[config.mk]
export PLATFORM = sky130hd
export DESIGN_NAME = decoder_rr_arbiter_flat
export DESIGN_NICKNAME = d
export VERILOG_FILES = /design/src/rtl/decoder_rr_arbiter_if.sv /design/src/rtl/decoder_rr_arbiter.sv /design/src/flat_wrapper.sv
export SDC_FILE = /design/constraint.sdc
export NUM_CORES = 1
export LEC_CHECK = 0
export BUFFER_PORTS_ARGS = -buffer_cell sky130_fd_sc_hd__clkbuf_2
export CAP_MARGIN = 40
export CORE_MARGIN = 3
export CORE_UTILIZATION = 41
export DETAILED_ROUTE_END_ITERATION = 12
export MAX_ROUTING_LAYER = met4
export PLACE_DENSITY_LB_ADDON = 0.2
export SYNTH_ARGS = -nofsm -noshare
export SYNTH_HDL_FRONTEND = slang
export SYNTH_SLANG_ARGS = --single-unit
[constraint.sdc]
create_clock -name clk -period 13.2 [get_ports clk]
set_clock_uncertainty 0.2 [all_clocks]
set_input_delay 0.66 -clock clk [delete_from_list [all_inputs] [get_ports clk]]
set_output_delay 0.66 -clock clk [all_outputs]
set_load 0.02 [all_outputs]
[src/rtl/decoder_rr_arbiter_if.sv]
// Handshake bundle between requesters and the decoder-tree arbiter.
// The arbiter side uses modport slave; requesters/bench use master.
interface decoder_rr_arbiter_if #(
  parameter int N_REQ = 16,
  parameter int SEL_W = 4
);
  logic [N_REQ-1:0] req;
  logic             done;
  logic [SEL_W-1:0] sel;
  logic             en416;
  logic             en38;
  logic             en24;
  logic             grant_valid;
  logic [N_REQ-1:0] grant;

  modport master (
    output req,
    output done,
    input  sel,
    input  en416,
    input  en38,
    input  en24,
    input  grant_valid,
    input  grant
  );

  modport slave (
    input  req,
    input  done,
    output sel,
    output en416,
    output en38,
    output en24,
    output grant_valid,
    output grant
  );
endinterface

[src/rtl/decoder_rr_arbiter.sv]
// Round-robin owner of the 4-to-16 decoder tree, break-before-make.
// Define DECODER_ARB_TIMEOUT_EN to force release after MAX_HOLD cycles.
module decoder_rr_arbiter #(
  parameter int N_REQ = 16,
  parameter int SEL_W = 4
`ifdef DECODER_ARB_TIMEOUT_EN
  ,
  parameter int MAX_HOLD = 8
`endif
) (
  input logic clk,
  input logic rst,
  decoder_rr_arbiter_if.slave bus
);

  typedef enum logic [1:0] {
    IDLE,
    BUSY,
    GAP
  } state_t;

  state_t           state_q;
  state_t           state_n;
  logic [SEL_W-1:0] sel_q;
  logic [SEL_W-1:0] sel_n;
  logic [SEL_W-1:0] ptr_q;
  logic [SEL_W-1:0] ptr_n;
  logic             gv_q;
  logic             gv_n;
  logic [SEL_W-1:0] win;
  logic             any;
  logic             rel;

`ifdef DECODER_ARB_TIMEOUT_EN
  logic [7:0] hold_q;
  logic [7:0] hold_n;
  logic       expired;

  assign expired = (hold_q == 8'(MAX_HOLD - 1));
`endif

  // rotating priority search starting at ptr, lowest offset wins
  always_comb begin
    logic [SEL_W-1:0] idx;
    win = '0;
    any = 1'b0;
    idx = '0;
    for (int i = N_REQ - 1; i >= 0; i--) begin
      idx = ptr_q + SEL_W'(i);
      if (bus.req[idx]) begin
        win = idx;
        any = 1'b1;
      end
    end
  end

`ifdef DECODER_ARB_TIMEOUT_EN
  assign rel = bus.done | ~bus.req[sel_q] | expired;
`else
  assign rel = bus.done | ~bus.req[sel_q];
`endif

  // next-state, next owner and pointer update
  always_comb begin
    state_n = state_q;
    sel_n   = sel_q;
    ptr_n   = ptr_q;
    gv_n    = gv_q;
`ifdef DECODER_ARB_TIMEOUT_EN
    hold_n  = hold_q;
`endif
    unique case (state_q)
      BUSY: begin
        if (rel) begin
          state_n = GAP;
          gv_n    = 1'b0;
        end
`ifdef DECODER_ARB_TIMEOUT_EN
        else begin
          hold_n = hold_q + 8'd1;
        end
`endif
      end
      IDLE, GAP: begin
        if (any) begin
          state_n = BUSY;
          sel_n   = win;
          ptr_n   = win + SEL_W'(1);
          gv_n    = 1'b1;
`ifdef DECODER_ARB_TIMEOUT_EN
          hold_n  = '0;
`endif
        end else begin
          state_n = IDLE;
          gv_n    = 1'b0;
        end
      end
      default: begin
        state_n = IDLE;
        gv_n    = 1'b0;
      end
    endcase
  end

  // state and owner registers
  always_ff @(posedge clk) begin
    if (rst) begin
      state_q <= IDLE;
      sel_q   <= '0;
      ptr_q   <= '0;
      gv_q    <= 1'b0;
`ifdef DECODER_ARB_TIMEOUT_EN
      hold_q  <= '0;
`endif
    end else begin
      state_q <= state_n;
      sel_q   <= sel_n;
      ptr_q   <= ptr_n;
      gv_q    <= gv_n;
`ifdef DECODER_ARB_TIMEOUT_EN
      hold_q  <= hold_n;
`endif
    end
  end

  assign bus.sel         = sel_q;
  assign bus.grant_valid = gv_q;
  assign bus.en416       = gv_q;
  assign bus.en38        = gv_q;
  assign bus.en24        = gv_q;
  assign bus.grant       = gv_q ? (N_REQ'(1) << sel_q) : '0;

endmodule

[src/flat_wrapper.sv]
// flat-port wrapper written by rule: the top's interface ports become plain ports
module decoder_rr_arbiter_flat 
#(
  parameter int N_REQ = 16,
  parameter int SEL_W = 4

)
  (clk, rst, bus_req, bus_done, bus_sel, bus_en416, bus_en38, bus_en24, bus_grant_valid, bus_grant);
  decoder_rr_arbiter_if #(.N_REQ(N_REQ), .SEL_W(SEL_W)) bus_i ();
  input logic clk;
  input logic rst;
  input wire logic [$bits(bus_i.req)-1:0] bus_req;
  input wire logic [$bits(bus_i.done)-1:0] bus_done;
  output wire logic [$bits(bus_i.sel)-1:0] bus_sel;
  output wire logic [$bits(bus_i.en416)-1:0] bus_en416;
  output wire logic [$bits(bus_i.en38)-1:0] bus_en38;
  output wire logic [$bits(bus_i.en24)-1:0] bus_en24;
  output wire logic [$bits(bus_i.grant_valid)-1:0] bus_grant_valid;
  output wire logic [$bits(bus_i.grant)-1:0] bus_grant;
  assign bus_i.req = bus_req;
  assign bus_i.done = bus_done;
  assign bus_sel = bus_i.sel;
  assign bus_en416 = bus_i.en416;
  assign bus_en38 = bus_i.en38;
  assign bus_en24 = bus_i.en24;
  assign bus_grant_valid = bus_i.grant_valid;
  assign bus_grant = bus_i.grant;
  decoder_rr_arbiter #(.N_REQ(N_REQ), .SEL_W(SEL_W)) u_core (.clk(clk), .rst(rst), .bus(bus_i));
endmodule
==> impl_metrics.py, run 1 <==
metrics = {
    "sta": {
        "fmax_mhz": 197,
        "relSlewSlack": 0.499,
        "worst_slew_pin_slew_ps": 752,
        "finalMaxSlewViolations": 0,
        "rsz0062_at_grt": "false",
        "hold_viol": 0,
        "finalSetupViolations": 0,
        "period_share": 0.385,
        "tns_ps": 0,
        "period_minus_slack_ps": 5080,
    },
    "finish": {
        "final_cells": 465,
        "drive_above_1_share": 0.295,
        "diodes": 0,
        "fin_nets": 397,
        "syn2layout_area_growth_pct": 10.2,
    },
    "worst_setup_path": {
        "critPathArrivalTime_ps": 5040,
        "r2r_slack_ps": 8120,
        "crit_chain": "buf_4 > clkinv_1 > ha_1 > mux4_2 > mux2i_1 > mux2i_1 > nor2b_1 > o311ai_0 > nand4_1 > a22oi_1 > inv_1 > ha_1 > xnor2_1 > a211oi_1",
        "cp_max_fo": 28,
        "cp.required_ps": 13160,
        "slowest_delay_ps": 920,
        "path_class": "reg -> reg",
        "critical_path_buf_inv_count": 3,
        "cp_top_family": "adder cells",
        "cp_slowest_cell": "ha_1",
        "endpoint_kind": "flip-flop",
        "cp-start-kind": "flip-flop",
    },
    "placed_design": {
        "dp_cells": 461,
        "gp_congestion": 0.963,
        "portBuffers": 42,
        "hpwl_mm": 7.07,
    },
    "die": {
        "row_count": 30,
        "dieArea_sq_mm": 0.00833,
        "dieWidth_microns": 91.3,
        "io_pins": 43,
        "die_y_microns": 91.3,
        "initial_core_util": 0.432,
        "core_area_sq_mm": 0.00691,
    },
    "synthesis": {
        "ys.flop_type": "dfxtp_1",
        "avgSynthCellArea_sq_um": 8.83,
        "synth_edf_count": 0,
        "synth_top_area_frac": 0.196,
        "synth_top_area_cell": "mux4_2",
        "synth_cells": 338,
        "ys_seq_elements": 11,
        "synth-async-reset-ratio": 0,
        "seq_area_frac_synth": 0.0738,
        "ys_warn_count": 0,
        "ys_types": 65,
        "syn_area_sq_mm": 0.00298,
        "netlist_top_cells_count": "nor2_1 (48), mux2i_1 (29), mux4_2 (26)",
        "syn-num-nets": 365,
        "yosys-top-cells-area": "mux4_2 (20%), mux2i_1 (9.7%), dfxtp_1 (7.4%)",
        "yosysMostFrequentCell": "nor2_1",
    },
    "route": {
        "wl_per_cell_microns": 19.5,
        "vias": 3018,
        "drtPass1Iterations": 5,
        "antenna_left": 0,
        "drc_errors": 0,
        "viasPerCell": 6.49,
        "drtIter0Drc": 499,
        "routed_wl_mm": 9.06,
    },
    "clock_network": {
        "clk_latency_ps": 240,
        "ctsRootBufferMaster": "clkbuf_8",
        "path_clk_slew_ps": 50,
        "cts_setup_buffers": 0,
        "cts_hold_buf": 0,
        "cts_sinks": 11,
        "clockBufferDepth": 2,
        "cts_tree": "built",
        "cts_buffers": 3,
        "cts-htree-levels": 1,
        "cts-resized-gates": 0,
    },
    "run": {
        "cap_violations": 0,
    },
    "hold_path": {
        "hold_path_class": "reg -> reg",
    },
    "grt": {
        "grt_overflow": 0,
        "antenna_found_initial": 0,
        "grt_pass1_vias": 2741,
        "grt_max_degree": 29,
        "grt_pass1_wl_mm": 14.5,
        "track_usage": 0.221,
    },
    "run_status": {
        "status": "finished clean",
    },
}
==> stage by stage <==
| stage | setup WS, ps | utilization | cell area, sq um | hold WS [ps] |
|---|---|---|---|---|
| global route | 7480 | 0.476 | 3290 | 242 |
| CTS | 8080 | 0.476 | 3290 | 229 |
| floorplan | 8940 | - | 2980 | 199 |
| finish | 8120 | 0.476 | 3290 | 229 |
| detailed placement | 8100 | 0.469 | 3240 | 222 |
| global placement | 7800 | 0.464 | 3210 | 209 |
==> sequential cells by signal, summed over array words and instances, names as in the netlist <==
register	cells
u_core.state_q	2
u_core.bus.sel	4
u_core.ptr_q	4
u_core.bus.en24	1
==> worst paths after layout <==
kind | from | end | depth (start not counted)
worst min-delay path | u_core.state_q[1] | u_core.state_q[1] | 1
worst max-delay path | u_core.ptr_q[0] | u_core.ptr_q[2] | 14
worst max register to register | u_core.ptr_q[0] | u_core.ptr_q[2] | 14
worst min register to register | u_core.state_q[1] | u_core.state_q[1] | 1
==> cell families (layout without fill, tap and decap cells) <==
kind of cell,after synthesis,in the layout,synth area share
AOI/OAI and AO/OA,79,79,0.190
xor gates and xnor gates,16,16,0.0470
adders and majority gates,8,8,0.0336
buffers and inverters,34,65,0.0633
DFF,11,11,0.0738
muxes,81,81,0.417
and+or+nand+nor,109,109,0.176
==> per-layer routing <==
layer | track usage | vias up | part of all wire
li1 | - | 1382 | -
met1 | 0.309 | 1403 | 0.43
met2 | 0.344 | 205 | 0.45
met3 | 0.0141 | 28 | 0.089
met4 | 0.0678 | 0 | 0.032
met5 | - | - | 0
==> worst reg2reg max path, stage by stage (launching register included) <==
cell,delay (ps)
dfxtp_1,300
buf_4,360
clkinv_1,440
ha_1,920
mux4_2,490
mux2i_1,310
mux2i_1,280
nor2b_1,200
o311ai_0,340
nand4_1,160
a22oi_1,370
inv_1,80
ha_1,200
xnor2_1,120
a211oi_1,210
==> cell type report <==
class	count	area (sq um)
Clock buffer	3	41.3
Clock inverter	1	5.00
Fill cell	694	3620
Inverter	12	45.0
Multi-Input combinational cell	293	2570
Sequential cell	11	220
Tap cell	96	120
Timing Repair Buffer	49	283
==> cells in the final DEF (no fill, tap or decap), types with 3 or more instances in the layout <==
cell	instances
a2111oi_0	3
clkbuf_2	42
nand2b_1	7
a31oi_1	3
nor2_1	48
o21ai_0	12
xor2_1	3
mux4_2	26
mux4_1	4
a21oi_1	18
mux2_4	3
o211ai_1	4
o2111ai_1	3
and2_1	4
clkbuf_8	3
nand2_1	19
a211oi_1	7
mux2_2	18
nor2b_1	4
inv_1	10
mux2i_1	29
dfxtp_1	11
xnor2_1	13
nor3_1	10
ha_1	8
buf_4	6
nand3b_1	3
Power of run 1 is left out: the tool's default activity adds up to more than one toggle a clock period on the data nets, which glitch-free logic cannot reach.
==> run 2, diff against run 1 <==
Settings changed: ABC_AREA set to 1.
Clock period 13.2 ns to 5.3 ns, I/O delays scaled along.
==> impl_metrics.py, run 2 <==
metrics = {
    "placed_design": {
        "dp_cells": 565,
        "portBuffers": 42,
        "hpwl_mm": 6.32,
        "gp_congestion": 1.07,
    },
    "sta": {
        "tns_ps": 0,
        "finalSetupViolations": 0,
        "finalMaxSlewViolations": 0,
        "period_share": 0.703,
        "rsz0062_at_grt": "false",
        "relSlewSlack": 0.457,
        "hold_viol": 0,
        "fmax_mhz": 268,
        "worst_slew_pin_slew_ps": 793,
        "period_minus_slack_ps": 3730,
    },
    "die": {
        "row_count": 27,
        "io_pins": 43,
        "dieArea_sq_mm": 0.00684,
        "core_area_sq_mm": 0.00561,
        "dieWidth_microns": 82.7,
        "initial_core_util": 0.430,
        "die_y_microns": 82.7,
    },
    "grt": {
        "grt_max_degree": 29,
        "track_usage": 0.243,
        "grt_pass1_vias": 2701,
        "grt_overflow": 0,
        "grt_pass1_wl_mm": 12.6,
        "antenna_found_initial": 0,
    },
    "synthesis": {
        "ys_seq_elements": 11,
        "synth_edf_count": 0,
        "ys_types": 32,
        "synth_cells": 465,
        "ys_warn_count": 0,
        "synth_top_area_frac": 0.294,
        "synth_top_area_cell": "nand2_1",
        "syn_area_sq_mm": 0.00241,
        "ys.flop_type": "dfxtp_1",
        "yosys-top-cells-area": "nand2_1 (29%), nand3_1 (16%), dfxtp_1 (9.1%)",
        "yosysMostFrequentCell": "nand2_1",
        "syn-num-nets": 492,
        "seq_area_frac_synth": 0.0913,
        "netlist_top_cells_count": "nand2_1 (189), nand3_1 (75), a21oi_1 (42)",
        "synth-async-reset-ratio": 0,
        "avgSynthCellArea_sq_um": 5.19,
    },
    "finish": {
        "syn2layout_area_growth_pct": 10.2,
        "most-common-layout-cells": "nand2_1 (189), nand3_1 (75), a21oi_1 (42), clkbuf_2 (42), inv_1 (34)",
        "final_cells": 569,
        "fill_cells": 646,
        "final_common_cell": "nand2_1",
        "fin_nets": 525,
        "drive_above_1_share": 0.165,
        "multiInputGateArea_sq_mm": 0.00189,
        "seqCellArea_sq_um": 220,
        "diodes": 0,
    },
    "run_status": {
        "status": "finished clean",
    },
    "route": {
        "antenna_left": 0,
        "drtIter0Drc": 235,
        "viasPerCell": 5.33,
        "drc_errors": 0,
        "drtPass1Iterations": 5,
        "vias": 3031,
        "routed_wl_mm": 7.73,
        "wl_per_cell_microns": 13.6,
    },
    "worst_setup_path": {
        "endpoint_kind": "flip-flop",
        "cp_max_fo": 17,
        "cp.required_ps": 5220,
        "critPathArrivalTime_ps": 3650,
        "path_class": "reg -> reg",
        "cp-start-kind": "flip-flop",
    },
    "clock_network": {
        "cts_setup_buffers": 0,
        "clockBufferDepth": 2,
        "cts-resized-gates": 0,
        "clk_latency_ps": 240,
        "ctsRootBufferMaster": "clkbuf_8",
        "cts_tree": "built",
        "cts_hold_buf": 0,
        "cts-htree-levels": 1,
        "path_clk_slew_ps": 50,
        "cts_sinks": 11,
        "cts_buffers": 3,
    },
    "hold_path": {
        "hold_path_class": "in -> reg",
    },
    "run": {
        "cap_violations": 0,
    },
}
run 2: kinds of logic after synthesis:
group                      share of synthesized area
adders and majority gates                     0.0415
AOI/OAI and AO/OA                              0.150
buffers and inverters                          0.124
DFF                                           0.0913
xor gates and xnor gates                      0.0353
and+or+nand+nor                                0.558
run 2: worst paths after layout:
kind,slack [ps],startpoint,end,cells past startpoint
min reg2reg,220,u_core.state_q[1],u_core.state_q[1],1
max reg2reg,1570,u_core.ptr_q[1],u_core.ptr_q[2],18
min,120,rst,u_core.ptr_q[2],2
max,1570,u_core.ptr_q[1],u_core.ptr_q[2],18
run 2: metal layers:
layer  track usage  wire length, microns
met1         0.312                  3480
met2         0.398                  3540
met3        0.0195                   459
met4        0.0899                   245
met5             -                     0
run 2: final cells by class:
type | count | area share
Timing Repair Buffer | 45 | 0.0876
Inverter | 45 | 0.0664
Sequential cell | 11 | 0.0829
Multi-Input combinational cell | 392 | 0.712
Clock buffer | 3 | 0.0155
Clock inverter | 1 | 0.00188
Tap cell | 72 | 0.0339
run 2: critical path: stages, from the launching register on:
cell	delay (ps)
dfxtp_1	310
inv_2	270
ha_1	430
inv_1	360
nand3_1	180
nand3_1	120
nand2_1	110
nand2_1	100
nand2_1	140
inv_1	130
nand4_1	100
nor4_1	210
nand4_1	170
nand2_1	310
inv_1	190
nand2_1	130
nand2_1	60
nand2_1	70
nor2_2	30
run 2: metrics by stage:
| step | area (sq um) | hold WS, ps | setup WS (ps) | util |
|---|---|---|---|---|
| final | 2660 | 116 | 1570 | 0.474 |
| after detailed placement | 2610 | 216 | 1650 | 0.466 |
| after global routing | 2660 | 137 | 1110 | 0.474 |
| after global placement | 2610 | 208 | 1710 | 0.466 |
| after CTS | 2660 | 114 | 1640 | 0.474 |
| after floorplan | 2410 | 197 | 2040 | - |
Power of run 2 is left out for the same reason.
==> run 3, diff against run 2 <==
Clock period 5.3 ns to 3.5 ns, I/O delays scaled along.
==> impl_metrics.py, run 3 (same netlist as run 2, synthesis figures left out) <==
metrics = {
    "grt": {
        "grt_pass1_vias": 2722,
        "grt_max_degree": 28,
        "antenna_found_initial": 0,
        "grt_pass1_wl_mm": 12.8,
        "grt_overflow": 0,
        "track_usage": 0.246,
    },
    "finish": {
        "syn2layout_area_growth_pct": 14.8,
        "fin_nets": 534,
        "final_common_cell": "nand2_1",
        "seqCellArea_sq_um": 224,
        "fill_cells": 627,
        "diodes": 0,
        "multiInputGateArea_sq_mm": 0.00192,
        "drive_above_1_share": 0.196,
        "most-common-layout-cells": "nand2_1 (189), nand3_1 (75), a21oi_1 (42), clkbuf_2 (42), inv_1 (32)",
    },
    "placed_design": {
        "portBuffers": 42,
        "hpwl_mm": 6.41,
        "gp_congestion": 0.997,
    },
    "route": {
        "vias": 3092,
        "routed_wl_mm": 7.86,
        "drtPass1Iterations": 5,
        "drc_errors": 0,
        "wl_per_cell_microns": 13.6,
        "viasPerCell": 5.35,
        "antenna_left": 0,
        "drtIter0Drc": 230,
    },
    "clock_network": {
        "clk_latency_ps": 240,
        "cts_buffers": 3,
        "ctsRootBufferMaster": "clkbuf_8",
        "cts_setup_buffers": 0,
        "cts_sinks": 11,
        "cts_hold_buf": 0,
        "cts_tree": "built",
        "clockBufferDepth": 2,
        "cts-resized-gates": 0,
        "path_clk_slew_ps": 50,
        "cts-htree-levels": 1,
    },
    "die": {
        "core_area_sq_mm": 0.00561,
        "row_count": 27,
        "die_y_microns": 82.7,
        "initial_core_util": 0.430,
        "dieArea_sq_mm": 0.00684,
        "dieWidth_microns": 82.7,
        "io_pins": 43,
    },
    "worst_setup_path": {
        "cp_max_fo": 11,
        "cp-start-kind": "flip-flop",
        "path_class": "reg -> reg",
        "r2r_slack_ps": 340,
        "slowest_delay_ps": 420,
        "endpoint_kind": "flip-flop",
        "critPathArrivalTime_ps": 3090,
        "cp.required_ps": 3430,
        "crit_path_frequent_cell": "nand2_1",
        "cp_slowest_cell": "dfxtp_1",
    },
    "sta": {
        "relSlewSlack": 0.457,
        "period_minus_slack_ps": 3160,
        "worst_slew_pin_slew_ps": 794,
        "hold_ws_ps": 24.9,
        "hold_viol": 0,
        "tns_ps": 0,
        "rsz0062_at_grt": "false",
        "period_share": 0.904,
        "finalMaxSlewViolations": 0,
        "finalSetupViolations": 0,
        "fmax_mhz": 316,
    },
    "run": {
        "cap_violations": 0,
    },
    "hold_path": {
        "hold_path_class": "in -> reg",
    },
    "run_status": {
        "status": "finished clean",
    },
}
[run 3: cell types whose count changed in the layout (fill, tap and decap cells not counted), sizes merged]
cell  before  now
buf        3   12
[run 3: final cells by class]
cell class	instances	share of cell area
Multi-Input combinational cell	392	0.694
Sequential cell	11	0.0809
Inverter	45	0.0646
Timing Repair Buffer	54	0.111
Clock inverter	1	0.00181
Tap cell	72	0.0325
Clock buffer	3	0.0149
[run 3: worst max-delay path, delay by kind of cell, from the launching register on]
| family | cells | cell delay (ps) |
|---|---|---|
| AND/OR/NAND/NOR | 23 | 1460 |
| adder cells (fa/ha/maj) | 2 | 470 |
| flip-flops | 1 | 420 |
| AO/OA/AOI/OAI | 2 | 290 |
| buffers and inverters | 2 | 210 |
[run 3: layer usage]
layer / track usage / wire [microns] / share of wire
met5: - / 0 / 0
met4: 0.0474 / 76 / 0.0097
met3: 0.0141 / 404 / 0.051
met2: 0.419 / 3720 / 0.47
met1: 0.324 / 3660 / 0.47
[run 3: final timing paths]
| path | cells past startpoint | endpoint | from |
|---|---|---|---|
| max | 29 | u_core.ptr_q[2] | u_core.ptr_q[0] |
| min | 2 | u_core.ptr_q[2] | rst |
| max reg2reg | 29 | u_core.ptr_q[2] | u_core.ptr_q[0] |
| min reg2reg | 1 | u_core.state_q[1] | u_core.state_q[1] |
[run 3: metrics by stage]
stage | instance area [sq um] | setup WS, ps | std cells | utilization
floorplan | 2410 | 241 | 465 | -
global placement | 2680 | 233 | 574 | 0.478
detailed placement | 2680 | 197 | 574 | 0.478
CTS | 2730 | 184 | 578 | 0.486
global route | 2770 | 10.4 | 578 | 0.494
finish | 2770 | 335 | 578 | 0.494
Power of run 3 is left out for the same reason.
